--- src/rtl/serial_sum_decoder.sv ---
// -----------------------------------------------------------------------------
// serial_sum_decoder
//
// Recovers the unknown addend a from an adder result word (sum = a + b, with
// bit WIDTH being the adder carry-out) and the known addend b. The subtraction
// is done serially. One DIGIT-bit slice is handled per clock, starting with
// the least-significant slice, so only a DIGIT-bit subtractor is built.
//
// Handshake: a valid/ready pair on each side. The control is a three-state
// FSM. IDLE accepts one operand pair. BUSY runs WIDTH/DIGIT slice steps. DONE
// holds the result until the consumer takes it.
//
// Parameters
//   WIDTH  operand width in bits (even, >= 4)
//   DIGIT  bits resolved per clock (must divide WIDTH)
//
// Ports
//   clk        clock, rising edge
//   rst_n      asynchronous active-low reset
//   in_valid   in_sum / in_b valid
//   in_ready   block can accept an operand pair (IDLE only)
//   in_sum     adder result word, bit WIDTH = carry-out
//   in_b       known addend
//   out_valid  out_a / out_err valid (DONE only)
//   out_ready  consumer accepts the result
//   out_a      recovered addend, (in_sum - in_b) mod 2^WIDTH
//   out_err    recovered addend does not fit in WIDTH bits
// -----------------------------------------------------------------------------
module serial_sum_decoder #(
  parameter int WIDTH = 12,
  parameter int DIGIT = 2
) (
  input  logic             clk,
  input  logic             rst_n,
  input  logic             in_valid,
  output logic             in_ready,
  input  logic [WIDTH:0]   in_sum,
  input  logic [WIDTH-1:0] in_b,
  output logic             out_valid,
  input  logic             out_ready,
  output logic [WIDTH-1:0] out_a,
  output logic             out_err
);

  localparam int NSLICE = WIDTH / DIGIT;
  localparam int CW     = (NSLICE > 1) ? $clog2(NSLICE) : 1;
  localparam logic [CW-1:0] LAST_SLICE = CW'(NSLICE - 1);

  typedef enum logic [1:0] {
    IDLE,
    BUSY,
    DONE
  } state_t;

  state_t           r_state;
  state_t           w_state_next;

  // The operand registers shift right by one slice per step. The slice being
  // worked on therefore always sits in the low DIGIT bits.
  logic [WIDTH-1:0] r_sum;
  logic [WIDTH-1:0] r_b;
  logic [WIDTH-1:0] r_res;
  logic             r_carry;
  logic             r_borrow;
  logic [CW-1:0]    r_cnt;

  logic [DIGIT:0]       w_diff;
  logic                 w_last;
  logic [WIDTH+DIGIT-1:0] w_res_cat;
  logic [WIDTH-1:0]     w_res_next;

  // Single DIGIT-bit slice subtractor. The extra top bit is the borrow-out:
  // the worst case 0 - (2^DIGIT-1) - 1 = -2^DIGIT still fits in DIGIT+1 bits.
  assign w_diff = {1'b0, r_sum[DIGIT-1:0]}
                - {1'b0, r_b[DIGIT-1:0]}
                - {{DIGIT{1'b0}}, r_borrow};

  // Result digits enter at the top and move down. After NSLICE steps the
  // first digit has reached bit 0.
  assign w_res_cat  = {w_diff[DIGIT-1:0], r_res};
  assign w_res_next = w_res_cat[WIDTH+DIGIT-1:DIGIT];

  assign w_last    = (r_cnt == LAST_SLICE);
  assign in_ready  = (r_state == IDLE);
  assign out_valid = (r_state == DONE);

  // NOTE: state is updated with non-blocking assignments only. Every register
  // then samples the values from before the edge, whatever the process order.
  always_ff @(posedge clk or negedge rst_n) begin
    if (!rst_n) begin
      r_state <= IDLE;
    end else begin
      r_state <= w_state_next;
    end
  end

  // NOTE: the next state is given a default before the case statement, so
  // every path assigns it and no latch is inferred.
  always_comb begin
    w_state_next = r_state;
    case (r_state)
      IDLE:    if (in_valid)  w_state_next = BUSY;
      BUSY:    if (w_last)    w_state_next = DONE;
      DONE:    if (out_ready) w_state_next = IDLE;
      default:                w_state_next = IDLE;
    endcase
  end

  always_ff @(posedge clk or negedge rst_n) begin
    if (!rst_n) begin
      r_sum    <= '0;
      r_b      <= '0;
      r_res    <= '0;
      r_carry  <= 1'b0;
      r_borrow <= 1'b0;
      r_cnt    <= '0;
      out_a    <= '0;
      out_err  <= 1'b0;
    end else begin
      case (r_state)
        IDLE: begin
          if (in_valid) begin
            r_sum    <= in_sum[WIDTH-1:0];
            r_carry  <= in_sum[WIDTH];
            r_b      <= in_b;
            r_borrow <= 1'b0;
            r_cnt    <= '0;
          end
        end
        BUSY: begin
          r_sum    <= r_sum >> DIGIT;
          r_b      <= r_b >> DIGIT;
          r_res    <= w_res_next;
          r_borrow <= w_diff[DIGIT];
          r_cnt    <= r_cnt + CW'(1);
          // The outputs are loaded only on the step that enters DONE, so they
          // stay stable for the whole handshake and afterwards.
          if (w_last) begin
            out_a   <= w_res_next;
            // A carry-out cancelled by the final borrow means a valid result.
            // A leftover carry (result >= 2^WIDTH) or a leftover borrow
            // (negative result) means the addend does not fit.
            out_err <= r_carry ^ w_diff[DIGIT];
          end
        end
        default: ;
      endcase
    end
  end

endmodule

--- config.mk ---
export PLATFORM = sky130hd
export DESIGN_NAME = serial_sum_decoder
export DESIGN_NICKNAME = d
export VERILOG_FILES = /design/src/rtl/serial_sum_decoder.sv
export SDC_FILE = /design/constraint.sdc
export NUM_CORES = 1
export LEC_CHECK = 0
export BUFFER_PORTS_ARGS = -buffer_cell sky130_fd_sc_hd__buf_2
export CORE_ASPECT_RATIO = 1.75
export CORE_MARGIN = 2
export CORE_UTILIZATION = 40
export DETAILED_ROUTE_END_ITERATION = 7
export SLEW_MARGIN = 10
export SYNTH_ARGS = -nofsm -noshare
export SYNTH_HDL_FRONTEND = slang
export SYNTH_SLANG_ARGS = --single-unit
--- constraint.sdc ---
create_clock -name clk -period 4.2 [get_ports clk]
set_clock_uncertainty 0.1 [all_clocks]
set_input_delay 1.05 -clock clk [delete_from_list [all_inputs] [get_ports clk]]
set_output_delay 1.05 -clock clk [all_outputs]
set_load 0.01 [all_outputs]
; ---- Word-level counts from Yosys, hierarchy flattened
; Cells that the tools add are included.
[op_classes]
muxes = 12
magnitude_cmp = 0
n_mul = 0
bitwise_logic = 1
n_eq_ne = 6
n_addsub = 3
n_reduce_logical = 6
div_mod_pow = 0
shift = 0
[op_table]
columns = operator, n
row1 = $pmux 12 s2, 2
row2 = $mux 12, 2
row3 = $mux 2, 3
row4 = $pmux 2 s3, 1
row5 = $pmux 3 s2, 1
row6 = $reduce_and 2->1, 3
row7 = $ne 2x2->1 const B, 2
row8 = $add 3x1->3 const B, 1
row9 = $eq 3x3->1 const B, 1
row10 = $mux 3, 1
row11 = $reduce_and 3->1, 1
row12 = $sub 2x2->3, 1
row13 = $sub 3x1->3, 1
row14 = $eq 2x1->1 const B, 1
row15 = $eq 2x2->1 const B, 1
row16 = $logic_not 2->1, 1
row17 = $ne 2x1->1 const B, 1
row18 = $pmux 1 s2, 1
row19 = $reduce_bool 2->1, 1
row20 = $mux 1, 1
row21 = $xor 1x1->1, 1
[totals]
latchBits = 0
in_bits = 29
regBits = 56
romBits = 0
memories = 0
wordCells = 37
mem_bits_rw = 0
output_inout_bits = 15

; ---- Logic depth before layout (Yosys ltp)
[logic_depth]
depth_word = 3
depth_mapped = 8
mapped_depth_nobuf = 8

; ---- Least setup slack after synthesis
; OpenSTA, ideal clock, no wires.
[synth_path]
path_kind = register -> register
from = register r_sum[0]
to = register out_err
path_slack_ns = 2.060
n_path_buf = 0
path_stages_with_launch = 7
t_arrival_ns = 1.913
period_less_slack_ns = 2.140
required_ns = 3.972
path_cell_list = dfrtp_1 -> fa_1 -> ha_1 -> nor2_1 -> fa_1 -> xor2_1 -> mux2_1
[synth_between]
elab_chain_cells = 3
[synth_lines]
columns = item, line_no
row1 = "start, declared", 60  ; logic [WIDTH-1:0] r_sum;
row2 = "start signal, assigned", 123  ; r_sum <= in_sum[WIDTH-1:0];
row3 = "start signal, assigned", 131  ; r_sum <= r_sum >> DIGIT;
row4 = $sub 2x2->3, 75  ; - {1'b0, r_b[DIGIT-1:0]}
row5 = $sub 3x1->3, 76  ; - {{DIGIT{1'b0}}, r_borrow};
row6 = $xor 1x1->1, 143  ; out_err <= r_carry ^ w_diff[DIGIT];
row7 = "end signal, assigned", 143
row8 = "end, declared", 42  ; output logic out_err
; Every way passes these cells.
; A chain may end at the register's enable or synchronous reset.

; ---- Final worst setup path
[layout_path]
from = register r_state[0]
to = output in_ready
[layout_between]
elab_chain_cells = 1
[layout_lines]
columns = item, line_no
row1 = "start, declared", 55  ; state_t r_state;
row2 = "start signal, assigned", 93  ; r_state <= w_state_next;
row3 = $logic_not 2->1, 84  ; assign in_ready = (r_state == IDLE);
row4 = "end, declared", 36  ; output logic in_ready,
; Every way passes these cells.

==> results.cfg <==
[run_status]
status = completed

[timing]
hold_viol_final = 0
worst_pin_slew_ns = 1.01
timing.fmax_ghz = 0.363
slew_viol_final = 0
fin_crit_sh_pct = 65.6
rsz0062_at_grt = false
setup_viol = 0
slew_headroom_pct = 32.5
finalSetupTns_ns = 0
fin_crit_ns = 2.76

[setup_path]
cpPeakStageDelay_ns = 0.87
cp-start-kind = flop
crit-reg2reg-launch = r_state[0]
cp.required_ns = 3.05
cp_cell_sequence = nor2_1 -> buf_4 -> buf_2
cp_max_fo = 24
cp_slowest_cell = dfrtp_1
crit_type = flop to primary output
ff2ff_path_depth = 2
worst_ep_arrival_time_ns = 1.61
reg2reg_setup_slack_ns = 1.84
cp_num_buf_inv = 2
critPathTopFamily = flip-flops
rr_endpoint = r_res[10]
endpoint_kind = primary output

[yosys]
synthTopCellsByArea = dfrtp_1 55%, mux2_1 9.6%, a222oi_1 4.5%
ys_ff_latch = 54
synth_area_leader_cell = dfrtp_1
netlist.area_leader.share_pct = 55.0
syn-instance-count = 192
synth_seq_area_share_pct = 55.0
syn_nets = 227
synth_edf_count = 0
async_reset_ff_share_pct = 100
ys_types = 30
synth_ff_type = dfrtp_1
syn_area_mm2 = 0.00246
postSynthAreaPerCell_um2 = 12.8
synth-warning-count = 0

[power]
power_frac_seq_pct = 43.5
peakVddDrop_uv = 293
leakage_uw = 0.00131
cellPowerDensity_mw_per_mm2 = 774
clockPowerShare_pct = 16.0
power.share.combinational_pct = 40.5
switching_share_pct = 35.3
p_int_uw = 1420
p_sw_uw = 775

[cts]
insertion_delay_ns = 0.31
cts_hold_buffers = 0
numCtsBuffers = 5
cts_root_buf = clkbuf_8
postCtsSetupBuffers = 0
cts_tree = done
cts_sinks = 54
cts_resized = 0
path_clk_slew_ns = 0.10
clock_path_buffers = 2
cts_htree_levels = 2

[floorplan]
initial_core_util_pct = 41.5
core_area_mm2 = 0.00593
io_pins = 44
die-area_mm2 = 0.00681
rows = 37
die_y_um = 108
die_w_um = 63.3

[place]
globalplace.congestion = 0.719
dp_hpwl_um = 3320
io_buffer_count = 43
placed_area_mm2 = 0.00272

[finish]
drive_gt1_share_pct = 28.1
nets = 265
area_delta_synth_final_pct = 15.3
antenna_cells = 0
fin_util_pct = 47.8
fin_area_mm2 = 0.00284

[global_routing]
grt_pass1_wl_um = 8150
grt_usage_pct = 15.4
gr-total-overflow = 0
grt_antenna_before_repair = 0
grt_pass1_vias = 1602
grt_max_degree = 33

[drt]
ant_nets = 0
via_per_inst = 5.31
vias = 1641
drt-initial-drc-count = 82
wl_per_cell_um = 15.6
drc = 0
wl_um = 4820
drtPass1Iterations = 5

[min_path]
min_to = out_a[1]
holdPathStages = 1
min_from = r_res[3]
hp-class = flop to flop

[job]
drv_cap = 0
## sequential cells by signal, indices dropped and copies added (netlist names)
signal / count
r_carry: 1
out_a: 12
r_b: 12
r_cnt: 3
out_err: 1
r_borrow: 1
r_res: 10
r_state: 2
r_sum: 12
## metrics by stage
| stage | hold slack [ns] | instances | setup WS (ns) | power [µW] |
|---|---|---|---|---|
| after floorplan | 0.354 | 192 | 2.06 | 1610 |
| after global placement | 0.363 | 301 | 1.59 | 1850 |
| after detailed placement | 0.375 | 301 | 1.56 | 1880 |
| after CTS | 0.399 | 309 | 1.44 | 2230 |
| after global routing | 0.410 | 309 | 1.37 | 2380 |
| final | 0.391 | 309 | 1.44 | 2190 |
## power by group through the flow
stage               combinational (µW)  sequential [µW]  clock [µW]
floorplan                          686              929           0
global route                      1010              992         383
CTS                                915              958         360
global placement                   891              959           0
detailed placement                 915              969           0
finish                             889              954         352
## kinds of logic after synthesis
logic type	count (synthesis)	share of synthesized area (%)
simple gates	38	11.1
compound gates	31	12.2
flops	54	55.0
buf+inv	36	6.01
xor+xnor	2	0.713
fa+ha+maj	6	3.66
mux	25	11.3
## worst max-delay path by stage
stage,start,endpoint,slack (ns),cells after the start
final,r_state[0],in_ready,1.44,3
after global routing,r_state[1],in_ready,1.37,3
after floorplan,r_sum[0],out_err,2.06,6
after global placement,in_valid,r_b[8],1.59,3
after detailed placement,in_valid,r_b[8],1.56,3
after CTS,r_state[1],in_ready,1.44,3
## routing by layer
layer	share of wire [%]	track usage, %	vias up	routed length, µm
met3	3.7	2.93	6	179
met2	53	26.4	42	2570
met5	0	0	-	0
li1	-	-	772	-
met4	1.4	5.12	0	68
met1	42	19.4	821	2010
## Yosys cell counts (all sizes together) (2+ instances only)
cell type,count
o221a,9
buf,10
inv,22
xor2,2
nor2,2
or4b,9
fa,2
nand2,4
ha,4
mux2i,3
mux2,22
nand2b,2
dfrtp,54
nand3b,4
nor2b,13
clkbuf,4
a222oi,11
o221ai,4
## cells in the final DEF (no fill, tap or decap), types with 2 or more instances in the layout
cell type   Yosys  final
dfrtp_1        54     54
buf_2          10     43
inv_1          22     22
mux2_1         21     21
nor2b_1        13     13
a222oi_1       11     11
or4b_1          9      9
o221a_2         9      9
clkbuf_8        0      5
nand3b_1        4      4
nand2_1         4      4
o221ai_1        4      4
ha_1            4      4
mux2i_1         3      3
nor2_1          2      2
nand2b_1        2      2
xor2_1          2      2
fa_1            2      2
clkinvlp_4      0      2
buf_4           0      2
## final cells by class
| type | instances | area (µm²) |
|---|---|---|
| flip-flops and latches | 54 | 1350 |
| multi-input cells | 102 | 960 |
| inverters | 22 | 82.6 |
| well taps | 78 | 97.6 |
| fillers | 605 | 3090 |
| clock buffers | 5 | 68.8 |
| repair buffers | 45 | 230 |
| clock inverters | 3 | 45.0 |
No activity file was read; power rests on OpenSTA's default activity.
